--- src/rtl/barreira_pkg.sv ---
// Shared types and defaults for the car-park barrier controller.
package barreira_pkg;

  typedef enum logic [2:0] {
    StClosed  = 3'd0,
    StOpening = 3'd1,
    StOpen    = 3'd2,
    StClosing = 3'd3,
    StFault   = 3'd4
  } state_e;

  localparam int unsigned BlinkDivDef = 25_000_000;
  localparam int unsigned HoldCycDef  = 250_000_000;
  localparam int unsigned MoveTmoDef  = 150_000_000;

  // Width of a counter that must hold values 0..n.
  function automatic int unsigned cnt_width(input int unsigned n);
    return (n < 1) ? 1 : $clog2(n + 1);
  endfunction

  function automatic logic is_moving(input state_e s);
    return (s == StOpening) || (s == StClosing);
  endfunction

endpackage

--- src/rtl/barreira_ctrl_blink.sv ---
// LED blink divider: phase goes to 1 on restart and toggles every BLINK_DIV enabled cycles.
module blink_tick_gen
  import barreira_pkg::*;
#(
  parameter int unsigned BLINK_DIV = BlinkDivDef
) (
  input  logic clk,
  input  logic rst_n,
  input  logic restart_i,
  input  logic en_i,
  output logic phase_d_o
);

  localparam int unsigned CntW = cnt_width(BLINK_DIV);

  logic [CntW-1:0] cnt_q, cnt_d;
  logic            phase_q, phase_d;

  always_comb begin
    cnt_d   = cnt_q;
    phase_d = phase_q;
    if (restart_i) begin
      cnt_d   = '0;
      phase_d = 1'b1;
    end else if (en_i) begin
      if (cnt_q == CntW'(BLINK_DIV - 1)) begin
        cnt_d   = '0;
        phase_d = ~phase_q;
      end else begin
        cnt_d = cnt_q + 1'b1;
      end
    end
  end

  // Next phase is exported so the owner can register it alongside its state.
  assign phase_d_o = phase_d;

  always_ff @(posedge clk or negedge rst_n) begin
    if (!rst_n) begin
      cnt_q   <= '0;
      phase_q <= 1'b0;
    end else begin
      cnt_q   <= cnt_d;
      phase_q <= phase_d;
    end
  end

endmodule

--- src/rtl/barreira_ctrl.sv ---
// Barrier sequencing FSM with hold/travel counters and registered outputs.
// Define BARREIRA_REVERSE_EN to reopen the barrier when SENSOR trips during closing.
module barreira_ctrl
  import barreira_pkg::*;
#(
  parameter int unsigned BLINK_DIV = BlinkDivDef,
  parameter int unsigned HOLD_CYC  = HoldCycDef,
  parameter int unsigned MOVE_TMO  = MoveTmoDef
) (
  input  logic CLK,
  input  logic RST_N,
  input  logic REQ,
  input  logic SENSOR,
  input  logic LIM_UP,
  input  logic LIM_DN,
  input  logic CLR,
  output logic MOTOR_UP,
  output logic MOTOR_DN,
  output logic LED,
  output logic BARREIRA,
  output logic FAULT
);

  localparam int unsigned TrW   = cnt_width(MOVE_TMO);
  localparam int unsigned HoldW = cnt_width(HOLD_CYC);

  state_e           state_q, state_d;
  logic [TrW-1:0]   tr_q, tr_d;
  logic [HoldW-1:0] hold_q, hold_d;
  logic motor_up_q, motor_up_d, motor_dn_q, motor_dn_d;
  logic led_q, led_d, open_q, open_d, fault_q, fault_d;
  logic blink_restart, blink_en, blink_phase_d;
  logic tmo, both_lim;

  assign tmo      = (tr_q == TrW'(MOVE_TMO - 1));
  assign both_lim = LIM_UP && LIM_DN;

  always_comb begin
    state_d = state_q;
    hold_d  = '0;
    case (state_q)
      StClosed: if (REQ) state_d = StOpening;
      StOpening: begin
        if (both_lim)    state_d = StFault;
        else if (LIM_UP) state_d = StOpen;
        else if (tmo)    state_d = StFault;
      end
      StOpen: begin
        if (!SENSOR) begin
          if (hold_q == HoldW'(HOLD_CYC - 1)) state_d = StClosing;
          else                                hold_d  = hold_q + 1'b1;
        end
      end
      StClosing: begin
        if (both_lim)    state_d = StFault;
`ifdef BARREIRA_REVERSE_EN
        else if (SENSOR) state_d = StOpening;
`endif
        else if (LIM_DN) state_d = StClosed;
        else if (tmo)    state_d = StFault;
      end
      StFault: if (CLR) state_d = LIM_DN ? StClosed : StClosing;
      default: state_d = StClosed;
    endcase

    // Travel counter restarts on any state change and saturates instead of wrapping.
    if ((state_d != state_q) || !is_moving(state_q)) tr_d = '0;
    else if (tr_q != '1)                              tr_d = tr_q + 1'b1;
    else                                              tr_d = tr_q;

    blink_restart = is_moving(state_d) && (state_d != state_q);
    blink_en      = is_moving(state_q) && (state_d == state_q);

    motor_up_d = (state_d == StOpening);
    motor_dn_d = (state_d == StClosing);
    open_d     = (state_d == StOpen);
    fault_d    = (state_d == StFault);
    unique case (state_d)
      StOpening, StClosing: led_d = blink_phase_d;
      StOpen, StFault:      led_d = 1'b1;
      default:              led_d = 1'b0;
    endcase
  end

  blink_tick_gen #(
    .BLINK_DIV(BLINK_DIV)
  ) u_blink (
    .clk      (CLK),
    .rst_n    (RST_N),
    .restart_i(blink_restart),
    .en_i     (blink_en),
    .phase_d_o(blink_phase_d)
  );

  always_ff @(posedge CLK or negedge RST_N) begin
    if (!RST_N) begin
      state_q    <= StClosed;
      tr_q       <= '0;
      hold_q     <= '0;
      motor_up_q <= 1'b0;
      motor_dn_q <= 1'b0;
      led_q      <= 1'b0;
      open_q     <= 1'b0;
      fault_q    <= 1'b0;
    end else begin
      state_q    <= state_d;
      tr_q       <= tr_d;
      hold_q     <= hold_d;
      motor_up_q <= motor_up_d;
      motor_dn_q <= motor_dn_d;
      led_q      <= led_d;
      open_q     <= open_d;
      fault_q    <= fault_d;
    end
  end

  assign MOTOR_UP = motor_up_q;
  assign MOTOR_DN = motor_dn_q;
  assign LED      = led_q;
  assign BARREIRA = open_q;
  assign FAULT    = fault_q;

  motors_exclusive: assert property (@(posedge CLK) disable iff (!RST_N)
    !(MOTOR_UP && MOTOR_DN));

endmodule

--- config.mk ---
export PLATFORM = sky130hd
export DESIGN_NAME = barreira_ctrl
export DESIGN_NICKNAME = d
export VERILOG_FILES = /design/src/rtl/barreira_pkg.sv /design/src/rtl/barreira_ctrl_blink.sv /design/src/rtl/barreira_ctrl.sv
export SDC_FILE = /design/constraint.sdc
export NUM_CORES = 1
export LEC_CHECK = 0
export CORE_ASPECT_RATIO = 0.8
export CORE_MARGIN = 1.5
export CORE_UTILIZATION = 25
export CTS_CLUSTER_DIAMETER = 150
export DETAILED_ROUTE_END_ITERATION = 7
export SYNTH_ARGS = -nofsm -noshare
export SYNTH_HDL_FRONTEND = slang
export SYNTH_SLANG_ARGS = --single-unit
--- constraint.sdc ---
create_clock -name CLK -period 1.9 [get_ports CLK]
set_input_delay 0.475 -clock CLK [delete_from_list [all_inputs] [get_ports CLK]]
set_output_delay 0.475 -clock CLK [all_outputs]
set_load 0.005 [all_outputs]
== Yosys cells after proc, flatten, opt, wreduce, memory -nomap -nowiden ==
Index checks and enable logic that the tools add are counted.

* Register bits: 90
* Output and inout bits: 5
* Word-level logic and storage cells: 63

* $add $sub $neg: 3
* Equal/unequal tests: 14
* Muxes and demuxes: 23
* Bitwise operators: 1
* Reduce and logical (&&, ||, !) cells: 12

{| class="wikitable"
|+ Operators by type and width
! cell !! count
|-
| $mux W28 || 5
|-
| $mux W25 || 3
|-
| $add A28 B1 Y28 const B || 2
|-
| $eq A28 B28 Y1 const B || 2
|-
| $ne A28 B28 Y1 const B || 1
|-
| $mux W3 || 9
|-
| $add A25 B1 Y25 const B || 1
|-
| $eq A25 B25 Y1 const B || 1
|-
| $pmux W3 S5 || 1
|-
| $eq A3 B2 Y1 const B || 4
|-
| $eq A3 B1 Y1 const B || 2
|-
| $eq A3 B3 Y1 const B || 2
|-
| $reduce_bool A2 Y1 || 2
|-
| $reduce_or A2 Y1 || 2
|-
| $eq A3 B3 Y1 || 1
|-
| $logic_and A1 B1 Y1 || 3
|-
| $logic_not A3 Y1 || 1
|-
| $logic_or A1 B1 Y1 || 3
|-
| $mux W1 || 3
|-
| $ne A3 B3 Y1 || 1
|-
| $mux W2 || 1
|-
| $pmux W1 S2 || 1
|-
| $logic_not A1 Y1 || 1
|-
| $not A1 Y1 || 1
|}

== Longest topological paths before layout ==
* Depth after elaboration: 10
* Mapped depth: 10
* Depth with buffers taken out: 8

== Modules after synthesis ==
From an unflattened synthesis, not the netlist that was laid out.

* Cell total of the unflattened synthesis: 500
* Area, all modules: 4818.4 sq um

{| class="wikitable"
|+ By module, submodules not included
! module !! instances !! cells an instance !! area an instance (sq um) !! sequential area each (sq um)
|-
| barreira_ctrl || 1 || 350 || 3413.3 || 1601.5
|-
| blink_tick_gen || 1 || 150 || 1405.1 || 650.6
|}

== Worst setup path after synthesis ==
No wires, ideal clock.

* Path kind: register to register
* From: register tr_q[11]
* To: register u_blink.cnt_q[8]
* Setup time: 118 ps
* Arrival: 1875 ps
* Path slack: -93 ps
* Cell stages (with the launch flop): 8
* Buffers on the path: 1
* Clock period less this slack: 1993 ps
* Cell sequence: dfrtp_1 -> nor4b_1 -> nand4_1 -> o311ai_4 -> nor3_2 -> buf_6 -> a21o_1 -> a21o_1

* Word-level cells in the longest chain between the ends: 9

{| class="wikitable"
|+ Ends and longest elaborated chain
! item !! line !! RTL
|-
| start, declared || barreira_ctrl.sv:28 || <nowiki>logic [TrW-1:0] tr_q, tr_d;</nowiki>
|-
| start signal, assigned || barreira_ctrl.sv:107 || <nowiki>tr_q <= tr_d;</nowiki>
|-
| $eq A28 B28 Y1 * || barreira_ctrl.sv:35 || <nowiki>assign tmo = (tr_q == TrW'(MOVE_TMO - 1));</nowiki>
|-
| $mux W3 * || barreira_ctrl.sv:46, barreira_ctrl.sv:60 ||
|-
| $mux W3 (on tied branches) || barreira_ctrl.sv:59, barreira_ctrl.sv:45 ||
|-
| $mux W3 (on tied branches) || barreira_ctrl.sv:55, barreira_ctrl.sv:44 ||
|-
| $pmux W3 S5 * || barreira_ctrl.sv:41 || <nowiki>case (state_q)</nowiki>
|-
| $eq A3 B1 Y1 or $eq A3 B2 Y1 (tied branches) || barreira_pkg.sv:22 || <nowiki>return (s == StOpening) || (s == StClosing);</nowiki>
|-
| $logic_or A1 B1 Y1 || barreira_pkg.sv:22 ||
|-
| $logic_and A1 B1 Y1 || barreira_ctrl.sv:71 || <nowiki>blink_restart = is_moving(state_d) && (state_d != state_q);</nowiki>
|-
| $mux W25 or $reduce_bool A2 Y1 (tied branches) || -- ||
|-
| end signal, assigned || barreira_ctrl_blink.sv:43 || <nowiki>cnt_q <= cnt_d;</nowiki>
|-
| end, declared || barreira_ctrl_blink.sv:16 || <nowiki>logic [CntW-1:0] cnt_q, cnt_d;</nowiki>
|}

Every way passes the cells marked *; elsewhere a longest branch is shown, timed or not.
A chain may end at the register's enable or synchronous reset.

== Worst setup path in the final report ==
* From: register tr_q[24]
* To: register u_blink.cnt_q[24]

Same word-level chain as after synthesis.

==> summary.txt <==
status = finished with violations
multi-input logic area = 2778 µm²
most common cell after layout, fill and taps aside = buf_4
final wirelength = 12.21 mm
Sw Ratio = 32.72%
initial antenna violation count = 0
Syn Inst Count = 494
crit share post-route = 113.9%
Core Area = 18330 µm²
initial DRC count = 192
CP Capture Type = flop
wire per inst = 13.31 µm
Yosys warnings = 0
Placed Area = 6128 µm²
PwrDens = 855.5 nW/µm²
Die H = 125.9 µm
Final Core Density = 38.89%
Layout area overhead = 50.98%
Worst VDD drop = 439.7 µV
EDFF count, synth = 0
Worst-path clk slew = 0.07 ns
Switch Pwr = 0.001996 W
fin area = 7129 µm²
Sequential Power Share = 34.5%
hold buffer count at CTS = 0
Total Power = 0.006099 W
Slew @ Worst Pin = 0.4192 ns
Clock power frac = 28.6%
fin crit period = 2.164 ns
critical path's slowest cell = dfrtp_1
maximum fanout along the worst path = 7
max-slew violation count = 0
internal power = 0.004103 W
DP Wirelength = 8.069 mm
port bufs = 11
Leak = 2.958 nW
# setup viols final = 61
TNS Setup = -12.69 ns
count of cell types in the netlist = 54
clock buffer depth = 2
Rows = 44
post-route ant nets = 0
first-pass GRT wire length = 19.01 mm
sequential element share of the synthesized area = 47.69%
DP Cell Count = 882
unrepaired setup endpoints after global routing = true
Primary FF master, synth = dfrtp_1
crit path buf inv count = 2
H-tree level count = 3
All-Layer GR Usage = 12.21%
Layout Cells excl Fill = 917
# fillers = 1819
number of global-route vias before repair = 3836
failing checks = negative setup slack
HP Class = input port to asynchronous set/reset pin
Final Net Count = 669
Comb pwr share = 36.9%
fmax = 462.1 MHz
drt pass-1 iters = 4
commonest cells after routing, fill and taps aside = buf_4, dfrtp_1, nand2_1
Clock Root Buffer = clkbuf_16
die footprint = 19730 µm²
worst skew pair latency = 0.35 ns
RD Place Congestion = 0.7862
Register Area = 2252 µm²
CP top delay family = compound AO/OA/AOI/OAI gates
Worst EP arrival = 2.41 ns
CTS Buf Count = 9
Data required, critical path = 2.14 ns
max cap viols = 0
Via Count = 4178
ant diodes = 0
vias per cell = 4.556
Setup CP Type = flop to flop
final worst slack = -0.2641 ns
gr ovfl total = 0
Clock Skews = 0.01085 ns
Ports = 12
TritonCTS sink count = 90
TritonCTS clock tree = done
relative slew slack = 71.84%
syn_nets = 504
syn_area_per_cell = 9.559 µm²
Initial Util = 25.76%
crit path launch type = flop
#FFs+latches synth = 90
Final Hold Fails = 0
share of cells above drive strength 1 = 38.86%
Remaining DRCs = 0
ys async rst share = 100.0%
Die W = 156.7 µm
Synth Cell Area = 4722 µm²
CP Cell Sequence = nor4bb_4 -> nand4_1 -> o311ai_4 -> buf_6 -> nor3_4 -> buf_6 -> a21o_1 -> a21o_1
worst stage delay on the critical path = 0.41 ns
largest net degree at the start of global routing = 33
## state kept, by name, indices dropped and copies added, names as in the netlist
signal           count
BARREIRA             1
FAULT                1
LED                  1
MOTOR_DN             1
MOTOR_UP             1
hold_q              28
state_q              3
tr_q                28
u_blink.cnt_q       25
u_blink.phase_q      1
## worst reg2reg max path, delay by kind of cell (launching register included)
| family | cells | cell delay [ns] |
|---|---|---|
| compound gates | 3 | 0.67 |
| simple gates | 3 | 0.66 |
| flops | 1 | 0.41 |
| buf+inv | 2 | 0.32 |
## worst paths after layout
path                                   startpoint           endpoint  slack [ns]  depth (start not counted)
min in group CLK                u_blink.cnt_q[11]  u_blink.cnt_q[11]        0.51                          1
worst min register to register  u_blink.cnt_q[11]  u_blink.cnt_q[11]        0.51                          1
worst min-delay path                        RST_N           tr_q[20]        0.07                          1
worst max register to register           tr_q[24]  u_blink.cnt_q[24]       -0.26                          8
worst max-delay path                     tr_q[24]  u_blink.cnt_q[24]       -0.26                          8
max in group asynchronous                   RST_N         hold_q[20]        1.31                          2
## synthesized netlist by cell type (all sizes together), types with 12 or more instances
cell type | count | area share (%)
nand4 | 15 | 2.1
nand2 | 50 | 4.0
nor3 | 23 | 2.5
and3 | 12 | 1.6
a31oi | 14 | 2.0
nor2 | 73 | 5.8
dfrtp | 90 | 48
buf | 12 | 2.1
xnor2 | 31 | 5.7
o21ai | 15 | 1.6
a21oi | 15 | 1.6
xor2 | 19 | 3.5
nand3 | 22 | 2.3
## layout make-up
type,instances,share of cell area [%]
Clock inverter,6,0.6845
Tap cell,253,4.440
Inverter,9,0.5792
Clock buffer,10,3.352
Multi-Input combinational cell,381,38.96
Timing Repair Buffer,167,20.31
Timing Repair inverter,1,0.08775
Sequential cell,90,31.59
## power groups by stage
stage	registers (W)	logic, W	clock network (W)
finish	0.00210	0.00225	0.00174
global placement	0.00214	0.00148	0
floorplan	0.00214	0.000794	0
global route	0.00211	0.00241	0.00187
CTS	0.00210	0.00186	0.00180
detailed placement	0.00214	0.00148	0
## metrics by stage
step	setup slack (ns)	hold slack, ns
after floorplan	-0.08977	0.1794
after CTS	-0.1906	0.07076
final	-0.2641	0.06548
after global routing	-0.3242	0.09301
after detailed placement	-0.4271	0.4454
after global placement	-0.4118	0.4433
## metal layers
layer / wire length, µm / track usage, %
met4: 126 / 3.529
met3: 382 / 3.028
met2: 5458 / 17.57
met5: 0 / 0
met1: 6237 / 17.95
## cell families after synthesis
family | Yosys count | synth area share [%]
flops | 90 | 47.69
fa+ha+maj | 3 | 0.7950
xor+xnor | 50 | 9.274
compound gates | 70 | 10.07
mux | 5 | 1.060
simple gates | 253 | 27.88
buf+inv | 23 | 3.233
## timing repair
action / CTS / global route
pin swaps: 24 / 51
setup buffers: 11 / 4
setup endpoints to repair: 89 / 87
gates cloned: 2 / 4
gates resized for setup: 55 / 73
Note: power is estimated with default switching activity, not from simulation.
